**src/rtl/ov7670_capture.sv**
```systemverilog
// ov7670_capture: samples an OV7670 RGB565 byte stream in the clk domain
// and writes cropped RGB444 pixels into a frame buffer port.
`default_nettype none

module ov7670_capture #(
  parameter int c_img_cols    = 128,
  parameter int c_img_rows    = 128,
  parameter int c_nb_img_pxls = 14,
  parameter int c_nb_buf      = 12
) (
  input  logic                     clk,
  input  logic                     rst,
  input  logic                     cam_pclk,
  input  logic                     cam_vsync,
  input  logic                     cam_href,
  input  logic [7:0]               cam_data,
  output logic                     wea,
  output logic [c_nb_img_pxls-1:0] addra,
  output logic [c_nb_buf-1:0]      dina,
  output logic                     frame_done,
  output logic                     busy
);

  localparam int CW = $clog2(c_img_cols + 1);
  localparam int RW = $clog2(c_img_rows + 1);
  localparam logic [CW-1:0]            c_cols      = CW'(c_img_cols);
  localparam logic [RW-1:0]            c_rows      = RW'(c_img_rows);
  localparam logic [c_nb_img_pxls-1:0] c_line_step = c_nb_img_pxls'(c_img_cols);

  localparam logic [1:0] WAIT_VS_HI = 2'd0;
  localparam logic [1:0] WAIT_VS_LO = 2'd1;
  localparam logic [1:0] ACTIVE     = 2'd2;

  logic [10:0] sync1, sync2;
  logic        pclk_prev, pclk_rise, vsync_q, href_q, href_prev;
  logic [7:0]  data_q;
  logic [1:0]  state;
  logic        phase;
  logic [7:0]  hi_byte;
  logic [CW-1:0] col;
  logic [RW-1:0] row;
  logic [c_nb_img_pxls-1:0] line_base, addr_cnt;
  logic        href_rise, href_fall;
  logic        unused_bits;

  // All camera lines share one synchronizer so they stay cycle-aligned.
  always_ff @(posedge clk or posedge rst) begin
    if (rst) begin
      sync1 <= '0;
      sync2 <= '0;
    end else begin
      sync1 <= {cam_pclk, cam_vsync, cam_href, cam_data};
      sync2 <= sync1;
    end
  end

  // Edge detect, with href/vsync/data delayed alongside so they line up with pclk_rise.
  always_ff @(posedge clk or posedge rst) begin
    if (rst) begin
      pclk_prev <= 1'b0;
      pclk_rise <= 1'b0;
      vsync_q   <= 1'b0;
      href_q    <= 1'b0;
      href_prev <= 1'b0;
      data_q    <= '0;
    end else begin
      pclk_prev <= sync2[10];
      pclk_rise <= sync2[10] & ~pclk_prev;
      vsync_q   <= sync2[9];
      href_q    <= sync2[8];
      href_prev <= href_q;
      data_q    <= sync2[7:0];
    end
  end

  assign href_rise   = href_q & ~href_prev;
  assign href_fall   = ~href_q & href_prev;
  assign busy        = (state == ACTIVE);
  assign unused_bits = ^{hi_byte[3], data_q[6:5], data_q[0]};

  always_ff @(posedge clk or posedge rst) begin
    if (rst) begin
      state      <= WAIT_VS_HI;
      wea        <= 1'b0;
      frame_done <= 1'b0;
      addra      <= '0;
      dina       <= '0;
      phase      <= 1'b0;
      hi_byte    <= '0;
      col        <= '0;
      row        <= '0;
      line_base  <= '0;
      addr_cnt   <= '0;
    end else begin
      wea        <= 1'b0;
      frame_done <= 1'b0;
      case (state)
        WAIT_VS_HI: if (vsync_q) state <= WAIT_VS_LO;
        WAIT_VS_LO: begin
          if (!vsync_q) begin
            state     <= ACTIVE;
            phase     <= 1'b0;
            col       <= '0;
            row       <= '0;
            line_base <= '0;
            addr_cnt  <= '0;
          end
        end
        ACTIVE: begin
          if (vsync_q) begin
            state      <= WAIT_VS_LO;
            frame_done <= 1'b1;
          end else if (href_fall) begin
            // A pending phase-0 byte is simply forgotten here.
            phase <= 1'b0;
            col   <= '0;
            if (row < c_rows) begin
              row       <= row + 1'b1;
              line_base <= line_base + c_line_step;
              addr_cnt  <= line_base + c_line_step;
            end
          end else if (pclk_rise && href_q) begin
            if (!phase || href_rise) begin
              hi_byte <= data_q;
              phase   <= 1'b1;
            end else begin
              phase <= 1'b0;
              if (col < c_cols && row < c_rows) begin
                wea   <= 1'b1;
                addra <= addr_cnt;
                dina  <= {hi_byte[7:4], hi_byte[2:0], data_q[7], data_q[4:1]};
              end
              if (col < c_cols) begin
                col      <= col + 1'b1;
                addr_cnt <= addr_cnt + 1'b1;
              end
            end
          end else if (href_rise) begin
            phase <= 1'b0;
          end
        end
        default: state <= WAIT_VS_HI;
      endcase
    end
  end

endmodule

`default_nettype wire

```
**config.mk**
```make
export PLATFORM = sky130hd
export DESIGN_NAME = ov7670_capture
export DESIGN_NICKNAME = d
export VERILOG_FILES = /design/src/rtl/ov7670_capture.sv
export SDC_FILE = /design/constraint.sdc
export NUM_CORES = 1
export LEC_CHECK = 0
export BUFFER_PORTS_ARGS = -buffer_cell sky130_fd_sc_hd__clkbuf_2
export CORE_MARGIN = 2
export CORE_UTILIZATION = 50
export CTS_CLUSTER_DIAMETER = 80
export DETAILED_ROUTE_END_ITERATION = 7
export GPL_TIMING_DRIVEN = 1
export PLACE_DENSITY = 0.7
export SYNTH_ARGS = -nofsm -noshare
export SYNTH_HDL_FRONTEND = slang
export SYNTH_SLANG_ARGS = --single-unit
```
**constraint.sdc**
```tcl
create_clock -name clk -period 4.55 [get_ports clk]
set_input_delay 0.455 -clock clk [delete_from_list [all_inputs] [get_ports clk]]
set_output_delay 0.455 -clock clk [all_outputs]
set_load 0.01 [all_outputs]
```
==> flow_summary.json, run 1 <==
{
  "cts-root-buf": "clkbuf_8",
  "grt_util_all_layers_pct": 17.6,
  "tightest_slew_ns": 0.922,
  "postSynthAreaPerCell_sq_um": 12.5,
  "multi_input_area_sq_mm": 0.00162,
  "crit_fanout": 28,
  "fp.coreArea_sq_mm": 0.00868,
  "period_needed_ns": 2.13,
  "antenna_found_initial": 0,
  "cts_buffer_depth": 2,
  "path_clk_slew_ns": 0.11,
  "dr.first_iter.drc_count": 164,
  "die_y_um": 98.6,
  "routedWlPerCell_um": 15.0,
  "cts_tree": "built",
  "setup-tns-final_ns": 0,
  "ctsHoldBuffers": 0,
  "min_path_type": "in -> reg",
  "post-cts-setup-buffers": 0,
  "nNetsFinal": 419,
  "cts_buffers": 9,
  "max_stage_delay_ns": 0.58,
  "cts.sinks": 110,
  "synth_nets": 376,
  "cp-start-kind": "flop",
  "drv_cap": 0,
  "grt_pass1_vias": 2802,
  "detail-route-antenna-nets": 0,
  "synthFlopType": "dfrtp_1",
  "hold_viol_final": 0,
  "place_congestion": 0.857,
  "fillCellCount": 714,
  "grt_remaining_overflow": 0,
  "die_w_um": 98.6,
  "ir_drop_uv": 188,
  "syn-instance-count": 359,
  "critPathSlowestCell": "dfrtp_1",
  "ctsResizeCount": 0,
  "clock_latency_ns": 0.38,
  "drc": 0,
  "setup_viol": 0,
  "worstPathCellList": "or3b_1, or3_1, buf_4, mux2_4",
  "num_antenna_cells": 0,
  "end_kind": "flop",
  "grt_setup_unrepaired": "no",
  "regArea_sq_mm": 0.00275,
  "hpwl_mm": 5.22,
  "ys_warn_count": 0,
  "ys_async_sr_fraction_pct": 100,
  "slew_headroom_pct": 38.5,
  "yosys_register_bits": 110,
  "p_per_area_mw_per_mm2": 355,
  "drive_above_1_share_pct": 24.3,
  "dr.pass1.iters": 5,
  "num_vias": 2861,
  "initial_core_util_pct": 51.5,
  "p_leak_nw": 2.42,
  "rows": 34,
  "synth_seq_area_share_pct": 61.5,
  "place_inst": 499,
  "required_ns": 4.82,
  "ys_types": 50,
  "routed_wl_mm": 7.71,
  "vias_per_cell": 5.56,
  "total_power_mw": 1.76,
  "port_buffers": 41,
  "clock_skew_ns": 0.0141,
  "path_class": "reg -> reg",
  "utilization_pct": 57.2,
  "grt_pass1_wl_mm": 13.5,
  "outcome": "complete, no violations",
  "synth_edf_count": 0,
  "grt_max_degree": 78,
  "fin_cells": 515,
  "fin_crit_sh_pct": 46.8,
  "maxSlewViolCount": 0,
  "cp.arrival_ns": 2.40,
  "htreeDepth": 3,
  "syn-cell-area_sq_mm": 0.00447,
  "ios": 42,
  "area_delta_synth_final_pct": 11.0,
  "max_freq_ghz": 0.469,
  "die_area_sq_mm": 0.00972
}
registers in the layout (all words and copies together), names as in the netlist, 2 cells and up:
signal     flops
addr_cnt      14
addra         14
dina          12
sync1         11
sync2         11
col            8
data_q         8
row            8
hi_byte        7
line_base      7
state          2
critical path: cells and delay by family, from the launching register on:
kind	cells	cell delay [ns]
and+or+nand+nor	2	0.81
DFF	1	0.58
muxes	1	0.35
buffers and inverters	1	0.28
path summary, 6_finish.rpt:
kind | startpoint | to | slack [ns] | depth (start not counted)
hold / removal | cam_data[6] | sync1[6]$_DFF_PP0_ | 0.17 | 1
min in group asynchronous | rst | sync2[5]$_DFF_PP0_ | 0.25 | 2
max in group asynchronous | rst | addr_cnt[1]$_DFFE_PP0P_ | 3.34 | 3
setup reg to reg | vsync_q$_DFF_PP0_ | addra[13]$_DFFE_PP0P_ | 2.42 | 4
setup / recovery | vsync_q$_DFF_PP0_ | addra[13]$_DFFE_PP0P_ | 2.42 | 4
hold reg to reg | sync2[1]$_DFF_PP0_ | data_q[1]$_DFF_PP0_ | 0.35 | 0
synthesized netlist by cell type, types with 2 or more instances:
| cell type | instances | area, sq um |
|---|---|---|
| a22oi_1 | 2 | 15.0 |
| o21ai_1 | 7 | 35.0 |
| nor3_1 | 5 | 25.0 |
| and3_1 | 5 | 31.3 |
| ha_1 | 4 | 50.1 |
| nor2b_1 | 3 | 18.8 |
| nand2b_1 | 5 | 31.3 |
| nor4_1 | 2 | 12.5 |
| and2_1 | 4 | 25.0 |
| nand4_1 | 4 | 25.0 |
| nand3_1 | 16 | 80.1 |
| clkbuf_1 | 5 | 18.8 |
| mux2_4 | 17 | 255 |
| a21oi_1 | 11 | 55.1 |
| nand2_1 | 20 | 75.1 |
| a22o_1 | 2 | 17.5 |
| o31ai_1 | 4 | 30.0 |
| dfrtp_1 | 110 | 2750 |
| xnor2_1 | 8 | 70.1 |
| buf_6 | 4 | 45.0 |
| nor2_1 | 34 | 128 |
| inv_1 | 7 | 26.3 |
| o21ai_0 | 28 | 140 |
| nor4_4 | 2 | 42.5 |
| mux2_2 | 15 | 169 |
| a31oi_1 | 4 | 25.0 |
| xor2_1 | 7 | 61.3 |
| a21o_1 | 2 | 15.0 |
cells by family after synthesis:
logic type	Yosys count	share of synthesized area, %
adder cells (fa/ha/maj)	4	1.12
AND/OR/NAND/NOR	112	13.5
buffers and inverters	18	2.21
multiplexers	33	9.71
XOR/XNOR	15	2.94
AO/OA/AOI/OAI	67	8.95
flip-flops	110	61.5
power breakdown:
group          switching (mW)  internal, mW  leakage (nW)  total, mW
Sequential             0.0306          1.02          1.45       1.05
Clock                   0.345         0.265         0.106      0.610
Combinational          0.0657        0.0379         0.864      0.104
cells in the final DEF (no fill, tap or decap), types with 3 or more instances in the layout:
| cell type | n |
|---|---|
| and3_1 | 5 |
| nand2_1 | 20 |
| clkbuf_2 | 41 |
| nor2_1 | 34 |
| a31oi_1 | 4 |
| ha_1 | 4 |
| nand2b_1 | 5 |
| o21ai_0 | 28 |
| nor2b_1 | 3 |
| nor3_1 | 5 |
| a21oi_1 | 11 |
| o21ai_1 | 7 |
| nand3_1 | 16 |
| clkbuf_8 | 9 |
| mux2_4 | 17 |
| xnor2_1 | 8 |
| dfrtp_1 | 110 |
| o31ai_1 | 4 |
| xor2_1 | 7 |
| mux2_2 | 15 |
| nand4_1 | 4 |
| inv_1 | 6 |
| and2_1 | 4 |
routing by layer:
metal	global-route usage, %	share of wire [%]	wire, um
met2	27.1	48	3700
met1	24.2	45	3480
met5	0	0	0
met4	8.01	1.9	146
met3	3.76	5.1	395
metrics by stage:
step | hold WS [ns] | setup slack (ns) | instance area [sq um]
5_1_grt | 0.132 | 2.26 | 4970
3_5_place_dp | 0.335 | 2.42 | 4760
2_1_floorplan | 0.331 | 1.19 | 4470
6_report | 0.169 | 2.42 | 4970
3_3_place_gp | 0.332 | 2.48 | 4760
4_1_cts | 0.153 | 2.42 | 4970
cell type report:
| class | instances | area share [%] |
|---|---|---|
| multi-input combinational | 231 | 32.7 |
| inverter | 7 | 0.579 |
| sequential | 110 | 55.4 |
| tap | 108 | 2.72 |
| timing repair buffer | 43 | 4.43 |
| clock inverter | 6 | 1.61 |
| clock buffer | 10 | 2.57 |
Power figures use the tool's default switching activity.
==> run 2: changes to the inputs <==
--- a/config.mk
+++ b/config.mk
@@ -11,7 +11,7 @@
 export CTS_CLUSTER_DIAMETER = 80
 export DETAILED_ROUTE_END_ITERATION = 7
 export GPL_TIMING_DRIVEN = 1
-export PLACE_DENSITY = 0.7
+export PLACE_DENSITY = 0.73
 export SYNTH_ARGS = -nofsm -noshare
 export SYNTH_HDL_FRONTEND = slang
 export SYNTH_SLANG_ARGS = --single-unit
==> constraint.sdc (replaced) <==
create_clock -name clk -period 1.8 [get_ports clk]
set_input_delay 0.18 -clock clk [delete_from_list [all_inputs] [get_ports clk]]
set_output_delay 0.18 -clock clk [all_outputs]
set_load 0.01 [all_outputs]
==> run 2 against run 1 <==
Compared with the run above:
- the flow now finishes with violations (negative setup slack)
- clock power up 120%
- critical path type unchanged
- critical path depth unchanged
- power up 150%
- wire length up 7.1%
- first-iteration DRC count shrank 7.3%
- critical endpoint is now addra[9]$_DFFE_PP0P_
- utilization increased by 4.4 points
==> flow_summary.json, run 2 (same netlist as run 1, synthesis figures left out) <==
{
  "ios": 42,
  "cts_buffer_depth": 2,
  "violations": "negative setup slack",
  "drv_cap": 0,
  "routed_wl_mm": 8.26,
  "grt_remaining_overflow": 0,
  "grt_setup_unrepaired": "yes",
  "port_buffers": 41,
  "min_path_type": "in -> async",
  "hpwl_mm": 5.69,
  "max_freq_ghz": 0.550,
  "grt_pass1_vias": 2993,
  "slew_headroom_pct": 64.8,
  "num_vias": 3018,
  "fillCellCount": 724,
  "fin_cells": 555,
  "hold_viol_final": 0,
  "routedWlPerCell_um": 14.9,
  "clock_latency_ns": 0.38,
  "end_kind": "flop",
  "max_stage_delay_ns": 0.43,
  "maxSlewViolCount": 0,
  "die_w_um": 98.6,
  "cts_buffers": 9,
  "clock_skew_ns": 0.0163,
  "required_ns": 2.05,
  "regArea_sq_mm": 0.00275,
  "cts.sinks": 110,
  "grt_pass1_wl_mm": 14.3,
  "antenna_found_initial": 0,
  "area_delta_synth_final_pct": 19.6,
  "nNetsFinal": 460,
  "cp.arrival_ns": 2.07,
  "setup_slack_ns": -0.0177,
  "place_congestion": 0.895,
  "htreeDepth": 3,
  "cp-start-kind": "flop",
  "multi_input_area_sq_mm": 0.00167,
  "reg_top3": "addr_cnt: 14 flops, addra: 14 flops, dina: 12 flops",
  "ir_drop_uv": 547,
  "grt_util_all_layers_pct": 18.6,
  "fp.coreArea_sq_mm": 0.00868,
  "setup_viol": 16,
  "num_antenna_cells": 0,
  "cts_tree": "built",
  "crit_fanout": 28,
  "path_clk_slew_ns": 0.11,
  "dr.pass1.iters": 4,
  "period_needed_ns": 1.82,
  "path_class": "reg -> reg",
  "layout_commonest_cell": "dfrtp_1",
  "path_delay_family": "simple AND/OR/NAND/NOR gates",
  "p_leak_nw": 2.62,
  "cp.buffers_inverters": 1,
  "place_inst": 527,
  "die_y_um": 98.6,
  "initial_core_util_pct": 51.5,
  "detail-route-antenna-nets": 0,
  "drc": 0,
  "grt_max_degree": 103,
  "setup-tns-final_ns": -0.131,
  "die_area_sq_mm": 0.00972,
  "drive_above_1_share_pct": 30.9,
  "critPathSlowestCell": "dfrtp_1",
  "p_per_area_mw_per_mm2": 811,
  "tightest_slew_ns": 0.528,
  "outcome": "finished with violations",
  "rows": 34,
  "worstPathCellList": "or3b_4, or3_4, buf_12, mux2_4",
  "fin_crit_sh_pct": 101,
  "vias_per_cell": 5.44,
  "dr.first_iter.drc_count": 152,
  "cts-root-buf": "clkbuf_8",
  "final_cell_mix": "dfrtp_1, clkbuf_2, nor2_1"
}
## run 2: layer usage
metal	GRT usage, %	routed length, um	vias up
met2	29.8	4130	65
met4	7.80	185	0
met5	0	0	-
met3	4.04	265	17
met1	24.8	3680	1512
li1	-	-	1424
## run 2: final cells by class
cell class | count | share of cell area, %
Multi-Input combinational cell | 231 | 31.2
Inverter | 7 | 0.561
Clock buffer | 10 | 2.39
Timing Repair Buffer | 84 | 11.1
Tap cell | 108 | 2.53
Sequential cell | 110 | 51.4
Clock inverter | 5 | 0.748
## run 2: timing repair
action,4_1_cts,5_1_grt
pin swaps,0,2
gates cloned,0,0
gates resized for setup,3,12
hold buffers,12,0
buffers inserted,0,1
endpoints found under the hold margin,19,0
setup endpoints to repair,31,51
## run 2: final timing paths
| path | start | end | slack, ns | depth (start not counted) |
|---|---|---|---|---|
| worst min register to register | sync1[1]$_DFF_PP0_ | sync2[1]$_DFF_PP0_ | 0.36 | 0 |
| max in group asynchronous | rst | row[2]$_DFFE_PP0P_ | 0.78 | 4 |
| worst min-delay path | rst | data_q[0]$_DFF_PP0_ | 0.26 | 3 |
| min in group clk | sync1[1]$_DFF_PP0_ | sync2[1]$_DFF_PP0_ | 0.36 | 0 |
| worst max register to register | state[0]$_DFFE_PP0P_ | addra[9]$_DFFE_PP0P_ | -0.02 | 4 |
| worst max-delay path | state[0]$_DFFE_PP0P_ | addra[9]$_DFFE_PP0P_ | -0.02 | 4 |
## run 2: worst reg2reg max path, cell delays in order (launching register included)
cell and delay (ns):
dfrtp_1 0.43, or3b_4 0.41, or3_4 0.35, buf_12 0.18, mux2_4 0.32
## run 2: power by group
part / internal, mW / switching, mW / total, mW
clock network: 0.512 / 0.809 / 1.32
logic: 0.176 / 0.200 / 0.376
registers: 2.57 / 0.0717 / 2.64
total: 3.26 / 1.08 / 4.34
## run 2: stage by stage
step	hold WS, ns	power (mW)	utilization (%)	setup slack (ns)	cell area [sq um]
floorplan	0.211	2.88	-	0.00940	4490
global placement	0.104	3.01	57.8	0.00617	5020
detailed placement	0.107	3.04	57.8	-0.0342	5020
CTS	0.247	4.38	61.2	-0.00865	5310
global route	0.255	4.54	61.6	-0.0583	5350
finish	0.259	4.34	61.6	-0.0177	5350
==> run 3: changes to the inputs <==
--- a/config.mk
+++ b/config.mk
@@ -6,6 +6,7 @@
 export NUM_CORES = 1
 export LEC_CHECK = 0
 export BUFFER_PORTS_ARGS = -buffer_cell sky130_fd_sc_hd__clkbuf_2
+export CORE_ASPECT_RATIO = 0.5
 export CORE_MARGIN = 2
 export CORE_UTILIZATION = 50
 export CTS_CLUSTER_DIAMETER = 80
==> run 3 against run 2 <==
Compared with the run above:
- the run now ends clean
- first-iteration DRC count shrank 4.6%
- wire length shrank 0.21%
- final cell count grew 2.9%
- worst hold slack gained 0.089 ns
- clock-buffer cell count shrank 1
- register-to-register slack gained 0.03 ns
- critical endpoint is now dina[4]$_DFFE_PP0P_
- highest routed layer unchanged
==> flow_summary.json, run 3 (same netlist as run 1, synthesis figures left out) <==
{
  "area_delta_synth_final_pct": 24.4,
  "initial_core_util_pct": 51.4,
  "path_clk_slew_ns": 0.08,
  "cp-start-kind": "flop",
  "drc": 0,
  "tightest_slew_ns": 0.605,
  "cts_tree": "built",
  "grt_remaining_overflow": 0,
  "path_delay_family": "simple AND/OR/NAND/NOR gates",
  "maxSlewViolCount": 0,
  "cts_buffer_depth": 2,
  "p_leak_nw": 2.72,
  "fin_crit_sh_pct": 99.6,
  "required_ns": 2.04,
  "whs_endpoint": "data_q[1]$_DFF_PP0_",
  "min_path_type": "reg -> reg",
  "cts-root-buf": "clkbuf_16",
  "reg2reg_slack_ns": 0.008,
  "place_congestion": 0.826,
  "max_freq_ghz": 0.558,
  "slew_headroom_pct": 59.6,
  "p_per_area_mw_per_mm2": 897,
  "htreeDepth": 3,
  "fp.coreArea_sq_mm": 0.00871,
  "cts.sinks": 110,
  "cts_buffers": 9,
  "utilization_pct": 63.9,
  "hold_viol_final": 0,
  "worstPathCellList": "nand3b_4, or2_1, or3_4, buf_12, mux2_4",
  "period_needed_ns": 1.79,
  "routed_wl_mm": 8.24,
  "worstReg2RegStart": "col[7]$_DFFE_PP0P_",
  "drv_cap": 0,
  "place_inst": 542,
  "dr.pass1.iters": 4,
  "end_kind": "flop",
  "setup_viol": 0,
  "cp.arrival_ns": 2.04,
  "clock_latency_ns": 0.35,
  "ios": 42,
  "reg2regPathDepth": 5,
  "hp-start": "sync2[1]$_DFF_PP0_",
  "critPathSlowestCell": "dfrtp_1",
  "reg_top3": "addr_cnt: 14 flops, addra: 14 flops, dina: 12 flops",
  "grt_pass1_vias": 2879,
  "path_class": "reg -> reg",
  "grt_pass1_wl_mm": 13.7,
  "clock_skew_ns": 0.00990,
  "detail-route-antenna-nets": 0,
  "hpwl_mm": 5.68,
  "max_stage_delay_ns": 0.40,
  "fin_cells": 571,
  "dr.first_iter.drc_count": 145,
  "vias_per_cell": 5.13,
  "drive_above_1_share_pct": 31.9,
  "dpl_worst_slack_ns": 0.000354,
  "routedWlPerCell_um": 14.4,
  "num_antenna_cells": 0,
  "final_cell_mix": "dfrtp_1, clkbuf_2, nor2_1",
  "ir_drop_uv": 770,
  "finalHoldWorstSlack_ns": 0.348,
  "grt_util_all_layers_pct": 18.2,
  "cp.buffers_inverters": 1,
  "rows": 24,
  "die_w_um": 138,
  "num_vias": 2928,
  "outcome": "complete, no violations",
  "startpoint": "col[7]$_DFFE_PP0P_",
  "die_area_sq_mm": 0.00976,
  "die_y_um": 70.9,
  "port_buffers": 41,
  "nNetsFinal": 466,
  "antenna_found_initial": 0,
  "r2r-end": "dina[4]$_DFFE_PP0P_",
  "crit_fanout": 28,
  "grt_setup_unrepaired": "yes",
  "setup_slack_ns": 0.00772,
  "grt_max_degree": 45,
  "min_path_cells": 0,
  "layout_commonest_cell": "dfrtp_1"
}
==> run 3: cell count changes in the layout (fill, tap and decap cells not counted), sizes merged <==
| cell | before | now |
|---|---|---|
| clkinvlp | 1 | 2 |
| clkinv | 2 | 3 |
| buf | 31 | 37 |
| clkbuf | 51 | 50 |
==> run 3: worst max-delay path by stage <==
stage / endpoint / slack (ns) / cells after the start
finish: dina[4]$_DFFE_PP0P_ / 0.008 / 5
global route: addra[4]$_DFFE_PP0P_ / -0.03 / 6
global placement: line_base[9]$_DFFE_PP0P_ / 0.02 / 5
floorplan: addra[12]$_DFFE_PP0P_ / 0.009 / 6
detailed placement: dina[4]$_DFFE_PP0P_ / 0.0004 / 5
CTS: row[3]$_DFFE_PP0P_ / 0.02 / 6
==> run 3: cell type report <==
type,count,area (sq um)
clock buffer,9,225
timing repair buffer,90,666
inverter,7,30.0
sequential,110,2750
clock inverter,7,73.8
tap,117,146
fill,685,3150
multi-input combinational,231,1670
==> run 3: stage by stage <==
| stage | area [sq um] | power [mW] | TNS, ns |
|---|---|---|---|
| 2_1_floorplan | 4490 | 2.88 | 0 |
| 3_5_place_dp | 5100 | 3.06 | 0 |
| 5_1_grt | 5560 | 5.20 | -0.434 |
| 4_1_cts | 5530 | 5.02 | 0 |
| 6_report | 5560 | 4.99 | 0 |
| 3_3_place_gp | 5100 | 3.05 | 0 |
==> run 3: power by group <==
part	switching [mW]	leakage [nW]	total, mW	internal (mW)
Clock	0.963	0.144	1.94	0.980
Sequential	0.0691	1.45	2.64	2.57
Combinational	0.212	1.13	0.409	0.197
==> run 3: layer usage <==
layer	GRT usage [%]	wire, um	share of wire [%]	vias up
li1	-	-	-	1437
met1	26.2	4140	50	1430
met2	27.5	3670	45	51
met3	5.16	329	4.0	10
met4	5.10	99	1.2	0
met5	0	0	0	-
==> run 3: repair_timing <==
action | CTS | global route
gates resized for setup | 3 | 12
endpoints found under the setup margin | 8 | 42
pin swaps | 0 | 1
endpoints found under the hold margin | 35 | 0
setup buffers | 0 | 1
hold buffers | 12 | 0
